==> config.mk <==
export PLATFORM = sky130hd
export DESIGN_NAME = mux_sel_arbiter
export DESIGN_NICKNAME = d
export VERILOG_FILES = /design/src/rtl/mux_sel_arbiter.sv
export SDC_FILE = /design/constraint.sdc
export NUM_CORES = 1
export LEC_CHECK = 0
export BUFFER_PORTS_ARGS = -buffer_cell sky130_fd_sc_hd__buf_4
export CORE_MARGIN = 2
export CORE_UTILIZATION = 30
export CTS_CLUSTER_DIAMETER = 200
export CTS_CLUSTER_SIZE = 16
export DETAILED_ROUTE_END_ITERATION = 12
export MAX_ROUTING_LAYER = met4
export PLACE_DENSITY_LB_ADDON = 0.2
export REMOVE_ABC_BUFFERS = 1
export SYNTH_ARGS = -nofsm -noshare
export SYNTH_HDL_FRONTEND = slang
export SYNTH_SLANG_ARGS = --single-unit
export TNS_END_PERCENT = 10
==> constraint.sdc <==
create_clock -name clk -period 7.1 [get_ports clk]
set_input_delay 1.42 -clock clk [delete_from_list [all_inputs] [get_ports clk]]
set_output_delay 1.42 -clock clk [all_outputs]
set_load 0.005 [all_outputs]
==> src/rtl/mux_sel_arbiter.sv <==
// mux_sel_arbiter: round-robin burst arbiter driving a 4:1 select with a registered valid/ready output stage.
module mux_sel_arbiter #(
  parameter int DW       = 8,
  parameter int HOLD_MAX = 4
) (
  input  logic          clk,
  input  logic          rst_n,
  input  logic [3:0]    req,
  input  logic [3:0]    last,
  input  logic [4*DW-1:0] in_data,
  output logic [3:0]    gnt,
  output logic [1:0]    sel,
  output logic          out_valid,
  input  logic          out_ready,
  output logic [DW-1:0] out_data
);
  typedef enum logic {IDLE, GRANT} state_t;
  state_t r_state, w_state_nxt;
  logic [1:0] r_sel, r_ptr, w_sel_nxt, w_ptr_nxt, w_base, w_off, w_win;
  logic [3:0] r_gnt, w_gnt_nxt, r_beat_cnt, w_beat_nxt, w_rot;
  logic r_out_valid, w_can_load, w_xfer, w_release, w_any;
  logic [DW-1:0] r_out_data;
  assign w_can_load = !r_out_valid || out_ready;
  assign w_xfer     = (r_state == GRANT) && req[r_sel] && w_can_load;
  assign w_release  = (r_state == GRANT) &&
                      (!req[r_sel] || (w_xfer && (last[r_sel] || r_beat_cnt == 4'(HOLD_MAX - 1))));
  // On release the search starts just past the old owner, making it lowest priority.
  assign w_base = w_release ? r_sel + 2'd1 : r_ptr;
  assign w_rot  = 4'({req, req} >> w_base);
  assign w_off  = w_rot[0] ? 2'd0 : w_rot[1] ? 2'd1 : w_rot[2] ? 2'd2 : 2'd3;
  assign w_win  = w_base + w_off;
  assign w_any  = |req;
  always_comb begin
    w_state_nxt = r_state;
    w_sel_nxt   = r_sel;
    w_gnt_nxt   = r_gnt;
    w_beat_nxt  = r_beat_cnt;
    w_ptr_nxt   = w_release ? w_base : r_ptr;
    if (r_state == IDLE || w_release) begin
      w_state_nxt = w_any ? GRANT : IDLE;
      w_gnt_nxt   = w_any ? 4'b0001 << w_win : 4'b0000;
      w_sel_nxt   = w_any ? w_win : r_sel;
      w_beat_nxt  = 4'd0;
    end else if (w_xfer) begin
      w_beat_nxt = r_beat_cnt + 4'd1;
    end
  end
  always_ff @(posedge clk or negedge rst_n) begin
    if (!rst_n) begin
      r_state     <= IDLE;
      r_sel       <= 2'd0;
      r_ptr       <= 2'd0;
      r_gnt       <= 4'd0;
      r_beat_cnt  <= 4'd0;
      r_out_valid <= 1'b0;
      r_out_data  <= '0;
    end else begin
      r_state    <= w_state_nxt;
      r_sel      <= w_sel_nxt;
      r_ptr      <= w_ptr_nxt;
      r_gnt      <= w_gnt_nxt;
      r_beat_cnt <= w_beat_nxt;
      if (w_xfer) begin
        r_out_data  <= in_data[r_sel*DW +: DW];
        r_out_valid <= 1'b1;
      end else if (out_ready) begin
        r_out_valid <= 1'b0;
      end
    end
  end
  assign gnt       = r_gnt;
  assign sel       = r_sel;
  assign out_valid = r_out_valid;
  assign out_data  = r_out_data;
endmodule
* Yosys cells after proc, flatten, opt, wreduce, memory -nomap -nowiden
Cells that the tools add are included.
Storage, ports and cells: bits of input ports 43, flip-flop bits (word level) 22, output and inout port bits 15
Cells by class: magnitude comparators 1, bitwise gates (word level) 1, reduce and logical (&&, ||, !) cells 14, eq/ne operators 1, mux-type cells 14, add/sub/neg operators 3, shift-type cells 3
Operator list (count):
- variable part select 32 x 6 -> 8 bit | 1
- two-way mux 4 bit | 3
- right shift 8 x 2 -> 3 bit | 1
- two-way mux 1 bit | 6
- two-way mux 2 bit | 3
- adder 4 x 1 -> 4 bit, second input constant | 1
- binary-select mux 1 bit (select 2 bit) | 2
- equality test 4 x 2 -> 1 bit, second input constant | 1
- logical AND 1 bit | 4
- logical OR 1 bit | 4
- nonzero test 2 bit | 2
- OR reduction 4 bit | 1
- left shift 1 x 2 -> 4 bit, first input constant | 1
- less-than comparator 2 x 3 -> 1 bit, second input constant | 1
- adder 2 x 1 -> 2 bit, second input constant | 1
- adder 2 bit | 1
- logical NOT 1 bit | 2
- AND reduction 2 bit | 1
- NOT 1 bit | 1

* Depth between registers and ports, before layout
Gate-level depths: netlist of run 1.
word-level depth 15, gate-level depth with buffers 11

* Least setup slack after synthesis of run 1
Ideal clock, no wire load.
kind input -> register, start in req[2], end reg r_sel[1] (netlist: sel[1]), stages 10, data required time 6975 ps, arrival 3644 ps, slack 3331 ps, path through clkbuf_1 > mux4_2 > a21o_1 > mux2i_4 > a21oi_1 > o32ai_1 > mux2_2 > ha_1 > xnor2_1 > mux2_2
On the way: cells in the longest elaborated chain, start to end 13, elaborated cells on any way between the ends 17
RTL lines:
- start, declared | line 8 | input logic [3:0] req,
- binary-select mux 1 bit (select 2 bit) | line 24, 26
- two-way mux 1 bit (not written as such) | line 24, 26
- logical AND 1 bit (2 in a row) | line 24 | assign w_xfer = (r_state == GRANT) && req[r_sel] && w_can_load;
- logical AND 1 bit | line 26 | (!req[r_sel] || (w_xfer && (last[r_sel] || r_beat_cnt == 4'(HOLD_MAX - 1))));
- logical OR 1 bit | line 26
- logical AND 1 bit | line 25 | assign w_release = (r_state == GRANT) &&
- two-way mux 2 bit | line 28 | assign w_base = w_release ? r_sel + 2'd1 : r_ptr;
- right shift 8 x 2 -> 3 bit | line 29 | assign w_rot = 4'({req, req} >> w_base);
- two-way mux 1 bit | line 30 | assign w_off = w_rot[0] ? 2'd0 : w_rot[1] ? 2'd1 : w_rot[2] ? 2'd2 : 2'd3;
- two-way mux 2 bit (2 in a row) | line 30
- adder 2 bit | line 31 | assign w_win = w_base + w_off;
- end signal, assigned | line 59 | r_sel <= w_sel_nxt;
- end, declared | line 19 | logic [1:0] r_sel, r_ptr, w_sel_nxt, w_ptr_nxt, w_base, w_off, w_win;
Parallel ways exist; a longest one is shown, timed or not. The select of a mux whose other input is x is not followed. A chain may end at the register's enable or synchronous reset.

* Worst setup path in the final report of run 1
start in last[3], end reg r_sel[1] (netlist: sel[1])
On the way: cells in the longest elaborated chain, start to end 12, elaborated cells on any way between the ends 14
RTL lines:
- start, declared | line 9 | input logic [3:0] last,
- binary-select mux 1 bit (select 2 bit) * | line 26
- two-way mux 1 bit (not written as such) * | line 26
- logical OR 1 bit * | line 26
- logical AND 1 bit * | line 26
- logical OR 1 bit * | line 26
- logical AND 1 bit * | line 25
- two-way mux 2 bit | line 28
- right shift 8 x 2 -> 3 bit | line 29
- two-way mux 1 bit | line 30
- two-way mux 2 bit (2 in a row) | line 30
- adder 2 bit | line 31
Mark *: on every way between the ends. The rest lies on a longest branch, timed or not. The select of a mux whose other input is x is not followed.

==> flow_summary_export.csv, run 1 <==
group,metric,value,unit
run_status,status,"finished clean",
cts,htree_levels,1,
sta,finalSetupViolCount,0,
cts,ctsRootBufferMaster,"clkbuf_8",
worst_setup_path,reg2regPathDepth,9,
drt,via_count,1267,
worst_setup_path,cp.arrival,3.99,ns
worst_setup_path,reg2reg_setup_slack,3.51,ns
final_layout,drive_gt1_share,47.8,%
yosys,synth_top_area_share,37.9,%
global_route,overflow,0,
cts,cts_buffers,3,
hold_path,holdCritStartpoint,"gnt[1]$_DFFE_PN0P_",
drt,routedWlPerCell,15.0,um
sta,report.final.slew_viol_count,0,
cts,postCtsSetupBuffers,0,
die,initial_utilization,31.0,%
final_layout,diodes,0,
die,die_w,73.6,um
sta,fin_crit,3.79,ns
cts,clk_path_buf_depth,2,
power,power_density,424,mW/mm2
worst_setup_path,required,7.30,ns
final_layout,areaGrowthSynthToFinish,37.2,%
yosys,synth_common_cells,"dfrtp_1, mux2_2, mux4_2, nand2_1, nor2_1",
sta,timing.final.crit_share,53.4,%
placement,io_buffer_count,57,
sta,skew,0.00142,ns
global_route,grt_pass1_wl,5620,um
yosys,synth_area,0.00145,mm2
die,num_rows,25,
hold_path,hold_depth,2,
drt,drt-initial-drc-count,40,
sta,setup_tns,0,ns
yosys,synth.distinct_cells,44,
worst_setup_path,critPathKind,"primary input to flop",
final_layout,fillCellCount,453,
sta,relSlewSlack,41.8,%
cts,path_clk_slew,0.08,ns
sta,hold_viol_final,0,
yosys,yosysSeqAreaShare,37.9,%
worst_setup_path,cp-start-kind,"primary input",
cts,cts_resized,0,
yosys,synth-seq-cells,22,
yosys,synth-main-ff-cell,"dfrtp_1",
job,drv_cap,0,
final_layout,final_nets,228,
placement,placed_area,0.00192,mm2
sta,rsz0062_at_grt,"no",
worst_setup_path,worstPathMaxFanout,7,
sta,worst_pin_slew,0.872,ns
global_route,grt.total_usage,13.7,%
power,vdd_drop_max,0.000182,V
global_route,antenna_found_initial,0,
yosys,syn_area_per_cell,11.4,um2
drt,drtAntennaViolNets,0,
placement,post-dp-hpwl,2790,um
placement,dp_cells,232,
cts,cts_tree,"done",
power,cellLeakagePower,0.891,nW
worst_setup_path,reg2reg_to,"sel[1]$_DFFE_PN0P_",
worst_setup_path,rr_startpoint,"sel[0]$_DFFE_PN0P_",
die,die_area,0.00541,mm2
die,die_h,73.6,um
drt,firstDrtPassIters,4,
yosys,async_flop_share,100,%
placement,gp_congestion,0.883,
yosys,ys_top_cells_by_area,"dfrtp_1, mux4_2, mux2_2, nand2_1, nor2_1",
cts,clock_latency,0.26,ns
global_route,grt_max_degree,23,
hold_path,hold_end,"gnt[1]$_DFFE_PN0P_",
yosys,synth-edff-count,0,
final_layout,stdcell_area,0.00199,mm2
hold_path,hold_class,"flop to flop",
drt,drc,0,
global_route,grt_pass1_vias,1278,
final_layout,instances_no_fill,236,
drt,drt-total-wl,3540,um
power,power.total,0.845,mW
die,ioPinCount,58,
sta,max_freq,0.264,GHz
drt,vias_per_cell,5.37,
worst_setup_path,endpoint_kind,"flop",
yosys,synthesis.yosys.warnings,0,
yosys,yosysTopAreaCell,"dfrtp_1",
die,coreArea,0.00469,mm2
cts,cts_sinks,22,
cts,ctsHoldBuffers,0,
yosys,synth_most_common_cell,"dfrtp_1",
yosys,syn_inst,127,
## critical path, cell delays in order
cell	delay [ns]
buf_4	0.10
mux4_2	0.54
o21ai_1	0.26
a21o_1	0.22
mux2i_4	0.30
o32ai_1	0.11
mux2_2	0.28
ha_1	0.19
xnor2_1	0.34
mux2_2	0.23
## registers in the layout, indices dropped and copies added, names as in the netlist
| register | flops |
|---|---|
| gnt | 4 |
| r_beat_cnt | 4 |
| r_state | 1 |
| sel | 2 |
| out_valid | 1 |
| r_ptr | 2 |
| out_data | 8 |
## how the worst max path moves through the flow
| stage | slack (ns) | start | depth (start not counted) | to |
|---|---|---|---|---|
| detailed placement | 3.07 | last[3] | 10 | sel[1]$_DFFE_PN0P_ |
| finish | 3.31 | last[3] | 10 | sel[1]$_DFFE_PN0P_ |
| global route | 3.16 | last[3] | 10 | gnt[3]$_DFFE_PN0P_ |
| CTS | 3.34 | last[3] | 10 | sel[1]$_DFFE_PN0P_ |
| global placement | 3.15 | last[3] | 10 | sel[1]$_DFFE_PN0P_ |
| floorplan | 3.38 | last[3] | 9 | sel[1]$_DFFE_PN0P_ |
## layout by cell type (no fill, tap or decap), types with 2 or more instances in the layout
master	synthesis	layout
dfrtp_1	22	22
o21ai_0	2	2
inv_1	7	7
xor2_1	3	3
o2111ai_1	2	2
a21oi_1	2	2
o211ai_1	3	3
o32ai_1	2	2
mux2_2	11	11
mux4_2	10	10
nand2_1	10	10
nor2_1	8	8
ha_1	2	2
xnor2_1	2	2
a311oi_1	2	2
nor3_1	2	2
nand2b_1	2	2
nor2b_1	3	3
mux2i_1	2	2
clkbuf_8	0	3
o31ai_1	2	2
o21ai_1	2	2
buf_4	0	57
## per-stage QoR
step	setup WS, ns	hold WS, ns	utilization [%]
2_1_floorplan	3.38	0.473	-
3_3_place_gp	3.15	0.478	41.0
3_5_place_dp	3.07	0.484	41.0
4_1_cts	3.34	0.503	42.5
5_1_grt	3.16	0.523	42.5
6_report	3.31	0.498	42.5
## layout make-up
class | count | area [um2] | area share [%]
Clock inverter | 1 | 30.0 | 1.51
Tap cell | 54 | 67.6 | 3.39
Timing Repair Buffer | 57 | 428 | 21.5
Sequential cell | 22 | 551 | 27.6
Multi-Input combinational cell | 91 | 846 | 42.4
Clock buffer | 3 | 41.3 | 2.07
Inverter | 8 | 30.0 | 1.51
## cell families after synthesis
family / count (synthesis) / synth area share, %
flops: 22 / 37.9
compound gates: 28 / 15.8
buf+inv: 14 / 3.88
mux: 24 / 27.0
simple gates: 32 / 10.7
fa+ha+maj: 2 / 1.72
xor+xnor: 5 / 3.02
## routing by layer
metal  up-vias  GRT usage (%)  wire (um)  share of wire, %
met5         -              -          0                 0
met4         0           5.45         74               2.1
li1        600              -          -                 -
met1       601           16.8       1530                43
met2        59           22.1       1590                45
met3         7           2.88        344               9.7
## report_power, final
group | total, mW | internal [mW] | switching, mW | leakage (nW)
sequential | 0.252 | 0.179 | 0.0732 | 0.267
clock | 0.116 | 0.0753 | 0.0407 | 0.0357
combinational | 0.478 | 0.267 | 0.211 | 0.589
Note: power is estimated with default switching activity, not from simulation.
==> run 2, diff against run 1 <==
- clock period: 7.1 -> 3.4 ns (I/O delays scaled with it)
==> run 2 against run 1 <==
  * Setup slack got worse by 2.9 ns
  * Largest cell class unchanged
  * Register-to-register slack got worse by 3.1 ns
  * Power increased by 110%
  * Combinational power increased by 130%
  * Critical endpoint is now gnt[3]$_DFFE_PN0P_
  * Wire length increased by 5.0%
  * Design area increased by 1.4%
==> flow_summary_export.csv, run 2 (same netlist as run 1, synthesis figures left out) <==
group,metric,value,unit
run_status,status,"finished clean",
worst_setup_path,critPathKind,"flop to flop",
drt,drt-total-wl,3720,um
drt,drc,0,
drt,vias_per_cell,5.39,
final_layout,areaGrowthSynthToFinish,39.1,%
cts,cts_resized,0,
cts,clock_latency,0.26,ns
sta,finalSetupViolCount,0,
cts,cts_tree,"done",
cts,ctsHoldBuffers,0,
final_layout,final_nets,231,
worst_setup_path,reg2reg_setup_slack,0.39,ns
sta,fin_crit,3.01,ns
sta,report.final.slew_viol_count,0,
drt,routedWlPerCell,15.5,um
cts,path_clk_slew,0.08,ns
final_layout,final_cell_mix,"buf_4, dfrtp_1, mux2_2, mux4_2, nand2_1",
die,num_rows,25,
sta,hold_viol_final,0,
worst_setup_path,worstPathMaxFanout,5,
sta,relSlewSlack,43.1,%
die,die_w,73.6,um
drt,drt-initial-drc-count,56,
job,drv_cap,0,
final_layout,largest_reg_flops,8,
worst_setup_path,cp-start-kind,"flop",
cts,postCtsSetupBuffers,0,
final_layout,drive_gt1_share,49.2,%
cts,clk_path_buf_depth,2,
cts,cts_sinks,22,
power,cellLeakagePower,0.911,nW
power,vdd_drop_max,0.000316,V
global_route,overflow,0,
power,p_sw_share,38.3,%
worst_setup_path,max_stage_delay,0.55,ns
global_route,antenna_found_initial,0,
placement,gp_congestion,0.980,
global_route,grt_pass1_wl,6010,um
final_layout,instances_no_fill,239,
power,intPower,1.11,mW
die,die_h,73.6,um
drt,via_count,1288,
sta,worst_pin_slew,0.851,ns
global_route,grt_pass1_vias,1349,
worst_setup_path,reg2regPathDepth,9,
drt,drtAntennaViolNets,0,
cts,htree_levels,1,
final_layout,finish.utilization,43.1,%
worst_setup_path,reg2reg_to,"gnt[3]$_DFFE_PN0P_",
final_layout,mostFrequentLayoutCell,"buf_4",
final_layout,diodes,0,
placement,post-dp-hpwl,2930,um
power,power_frac_comb,60.4,%
sta,setup_tns,0,ns
worst_setup_path,path_cells,"mux4_2, o21ai_1, a21o_1, mux2i_4, o32ai_1, mux2_2, ha_1, xnor2_1, a32o_1",
power,p_clk_share,13.7,%
power,p_seq_share,25.9,%
power,power_density,889,mW/mm2
power,p_sw,0.687,mW
global_route,grt.total_usage,14.7,%
cts,ctsRootBufferMaster,"clkbuf_8",
die,die_area,0.00541,mm2
cts,cts_buffers,3,
die,coreArea,0.00469,mm2
worst_setup_path,cp.arrival,3.22,ns
sta,max_freq,0.332,GHz
worst_setup_path,required,3.61,ns
hold_path,hold_class,"primary input to async pin",
placement,io_buffer_count,57,
placement,dp_cells,235,
die,ioPinCount,58,
global_route,grt_max_degree,23,
sta,timing.final.crit_share,88.6,%
sta,rsz0062_at_grt,"no",
worst_setup_path,cp_slowest_cell,"mux4_2",
drt,firstDrtPassIters,4,
sta,skew,0.000974,ns
worst_setup_path,rr_startpoint,"sel[0]$_DFFE_PN0P_",
die,initial_utilization,31.0,%
worst_setup_path,endpoint_kind,"flop",
## run 2: cell types whose count changed in the layout (fill, tap and decap cells not counted), sizes merged
cell / previous run / this run
buf: 57 / 60
## run 2: routing by layer
layer	routed length, um	vias to the layer above	track usage [%]
li1	-	606	-
met1	1600	617	17.8
met2	1760	60	24.9
met3	311	5	2.47
met4	46	0	4.85
met5	0	-	-
## run 2: power groups by stage
| stage | registers [mW] | logic, mW | clock network [mW] |
|---|---|---|---|
| after floorplan | 0.505 | 0.699 | 0 |
| after global placement | 0.468 | 1.07 | 0 |
| after detailed placement | 0.471 | 1.10 | 0 |
| after CTS | 0.466 | 1.10 | 0.254 |
| after global routing | 0.485 | 1.20 | 0.263 |
| final | 0.465 | 1.09 | 0.246 |
## run 2: worst max path at each step
stage | from | endpoint | slack, ns
3_3_place_gp | last[3] | sel[1]$_DFFE_PN0P_ | 0.26
6_report | sel[0]$_DFFE_PN0P_ | gnt[3]$_DFFE_PN0P_ | 0.39
4_1_cts | r_beat_cnt[0]$_DFFE_PN0P_ | gnt[3]$_DFFE_PN0P_ | 0.11
5_1_grt | sel[0]$_DFFE_PN0P_ | gnt[1]$_DFFE_PN0P_ | 0.22
3_5_place_dp | r_beat_cnt[0]$_DFFE_PN0P_ | gnt[3]$_DFFE_PN0P_ | 0.13
2_1_floorplan | sel[0]$_DFFE_PN0P_ | sel[1]$_DFFE_PN0P_ | 0.20
## run 2: layout make-up
class	count	area [um2]
inverter	8	30.0
multi-input combinational	91	851
timing repair buffer	60	450
tap	54	67.6
clock inverter	1	30.0
fill	441	2670
clock buffer	3	41.3
sequential	22	551
## run 2: worst max-delay path, delay by kind of cell, from the launching register on
kind                     cells  cell delay [ns]
AO/OA/AOI/OAI                4             0.84
XOR/XNOR                     1             0.33
adder cells (fa/ha/maj)      1             0.18
flip-flops                   1             0.48
multiplexers                 3             1.13
## run 2: stage by stage
step                      area, um2  setup slack [ns]  hold slack, ns  total power, mW
after floorplan                1430             0.202           0.384             1.20
after global placement         1940             0.256           0.475             1.54
after detailed placement       1940             0.131           0.477             1.57
after CTS                      2020             0.115           0.294             1.82
after global routing           2020             0.217           0.299             1.95
final                          2020             0.389           0.285             1.80
==> run 3, diff against run 2 <==
- clock period: 3.4 -> 2.9 ns (I/O delays scaled with it)
==> run 3 against run 2 <==
  * Critical path depth stayed put
  * Utilization is 3.3 points higher
  * Fmax is 7.0% higher
  * Via count is 6.6% higher
  * Wire length is 6.0% higher
  * Sequential cell count stayed put
==> flow_summary_export.csv, run 3 (same netlist as run 1, synthesis figures left out) <==
group,metric,value,unit
drt,drt-total-wl,3940,um
sta,rsz0062_at_grt,"yes",
worst_setup_path,cp.arrival,2.97,ns
sta,skew,0.00178,ns
worst_setup_path,path_cells,"mux4_2, o21ai_2, a21o_1, mux2i_4, o32ai_2, mux2_4, ha_4, xnor2_4, mux2_2",
placement,dp_cells,250,
final_layout,areaGrowthSynthToFinish,49.9,%
placement,gp_congestion,0.929,
final_layout,final_cell_mix,"buf_4, dfrtp_1, mux4_2, mux2_2, nand2_1",
worst_setup_path,required,3.05,ns
die,num_rows,25,
cts,ctsRootBufferMaster,"clkbuf_8",
placement,io_buffer_count,57,
cts,clock_latency,0.26,ns
global_route,grt_pass1_wl,6270,um
final_layout,instances_no_fill,253,
worst_setup_path,cp_slowest_cell,"mux4_2",
worst_setup_path,endpoint_kind,"flop",
cts,cts_sinks,22,
cts,cts_buffers,3,
run_status,status,"finished clean",
worst_setup_path,reg2regPathDepth,9,
sta,relSlewSlack,47.1,%
global_route,grt_pass1_vias,1425,
die,ioPinCount,58,
sta,timing.final.crit_share,97.0,%
drt,firstDrtPassIters,4,
cts,cts_tree,"done",
global_route,grt.total_usage,15.4,%
placement,post-dp-hpwl,3140,um
sta,report.final.slew_viol_count,0,
worst_setup_path,crit_family,"multiplexers",
die,coreArea,0.00469,mm2
die,die_area,0.00541,mm2
final_layout,mostFrequentLayoutCell,"buf_4",
worst_setup_path,worstPathMaxFanout,5,
final_layout,drive_gt1_share,56.8,%
drt,drc,0,
sta,finalSetupViolCount,0,
final_layout,diodes,0,
global_route,antenna_found_initial,0,
final_layout,regArea,552,um2
job,drv_cap,0,
worst_setup_path,cp-start-kind,"flop",
final_layout,largest_reg_flops,8,
cts,clk_path_buf_depth,2,
worst_setup_path,cp.depth,9,
worst_setup_path,path_buf_inv,0,
hold_path,hold_class,"primary input to async pin",
worst_setup_path,rr_startpoint,"sel[0]$_DFFE_PN0P_",
drt,routedWlPerCell,15.6,um
drt,drt-initial-drc-count,29,
worst_setup_path,max_stage_delay,0.55,ns
power,vdd_drop_max,0.000480,V
global_route,overflow,0,
final_layout,multiInputGateArea,923,um2
power,power.total,2.33,mW
die,die_w,73.6,um
sta,whs,0.191,ns
power,cellLeakagePower,0.989,nW
die,initial_utilization,31.0,%
worst_setup_path,startpoint,"sel[0]$_DFFE_PN0P_",
sta,hold_viol_final,0,
worst_setup_path,critPathKind,"flop to flop",
drt,drtAntennaViolNets,0,
global_route,grt_max_degree,23,
sta,max_freq,0.355,GHz
final_layout,stdcell_area,0.00218,mm2
final_layout,fillCellCount,456,
sta,worst_pin_slew,0.791,ns
sta,fin_crit,2.81,ns
cts,path_clk_slew,0.08,ns
drt,via_count,1373,
worst_setup_path,reg2reg_setup_slack,0.09,ns
die,die_h,73.6,um
placement,placed_area,0.00206,mm2
final_layout,final_nets,246,
cts,htree_levels,1,
drt,vias_per_cell,5.43,
power,power_density,1070,mW/mm2
run 3: metrics by stage:
step | setup TNS [ns] | setup slack [ns] | util, %
floorplan | -1.46 | -0.298 | -
global placement | -0.338 | -0.125 | 43.8
detailed placement | -0.585 | -0.168 | 43.8
global route | -0.0588 | -0.0317 | 46.4
finish | 0 | 0.0859 | 46.4
CTS | 0 | 0.0109 | 44.7
run 3: where the power goes:
group	internal [mW]	switching (mW)
clock network	0.0928	0.0964
logic	0.890	0.706
registers	0.441	0.102
run 3: layout make-up:
| cell class | count | share of cell area (%) |
|---|---|---|
| multi-input cells | 91 | 42.4 |
| flip-flops and latches | 22 | 25.3 |
| clock buffers | 3 | 1.90 |
| well taps | 54 | 3.10 |
| repair buffers | 75 | 25.9 |
| inverters | 8 | 1.38 |
run 3: what timing repair did:
item / in CTS / in global routing
setup endpoints to repair: 3 / 5
gates resized for setup: 1 / 12
setup buffers: 0 / 1
hold buffers: 0 / 0
pin swaps: 0 / 4
run 3: final timing paths:
kind / end
max: sel[1]$_DFFE_PN0P_
min: out_data[3]$_DFFE_PN0P_
max reg2reg: sel[1]$_DFFE_PN0P_
min reg2reg: gnt[3]$_DFFE_PN0P_
max in group asynchronous: sel[0]$_DFFE_PN0P_
min in group clk: gnt[3]$_DFFE_PN0P_
run 3: worst reg2reg max path, stage by stage, from the launching register on:
cell     delay, ns
dfrtp_2       0.43
mux4_2        0.55
o21ai_2       0.17
a21o_1        0.21
mux2i_4       0.34
o32ai_2       0.13
mux2_4        0.28
ha_4          0.18
xnor2_4       0.15
mux2_2        0.27
run 3: metal layers:
metal | GRT usage [%] | up-vias | share of wire [%]
met5 | - | - | 0
met3 | 2.61 | 5 | 8.4
met4 | 4.24 | 0 | 1.2
met1 | 17.8 | 668 | 41
met2 | 27.4 | 65 | 49
li1 | - | 635 | -
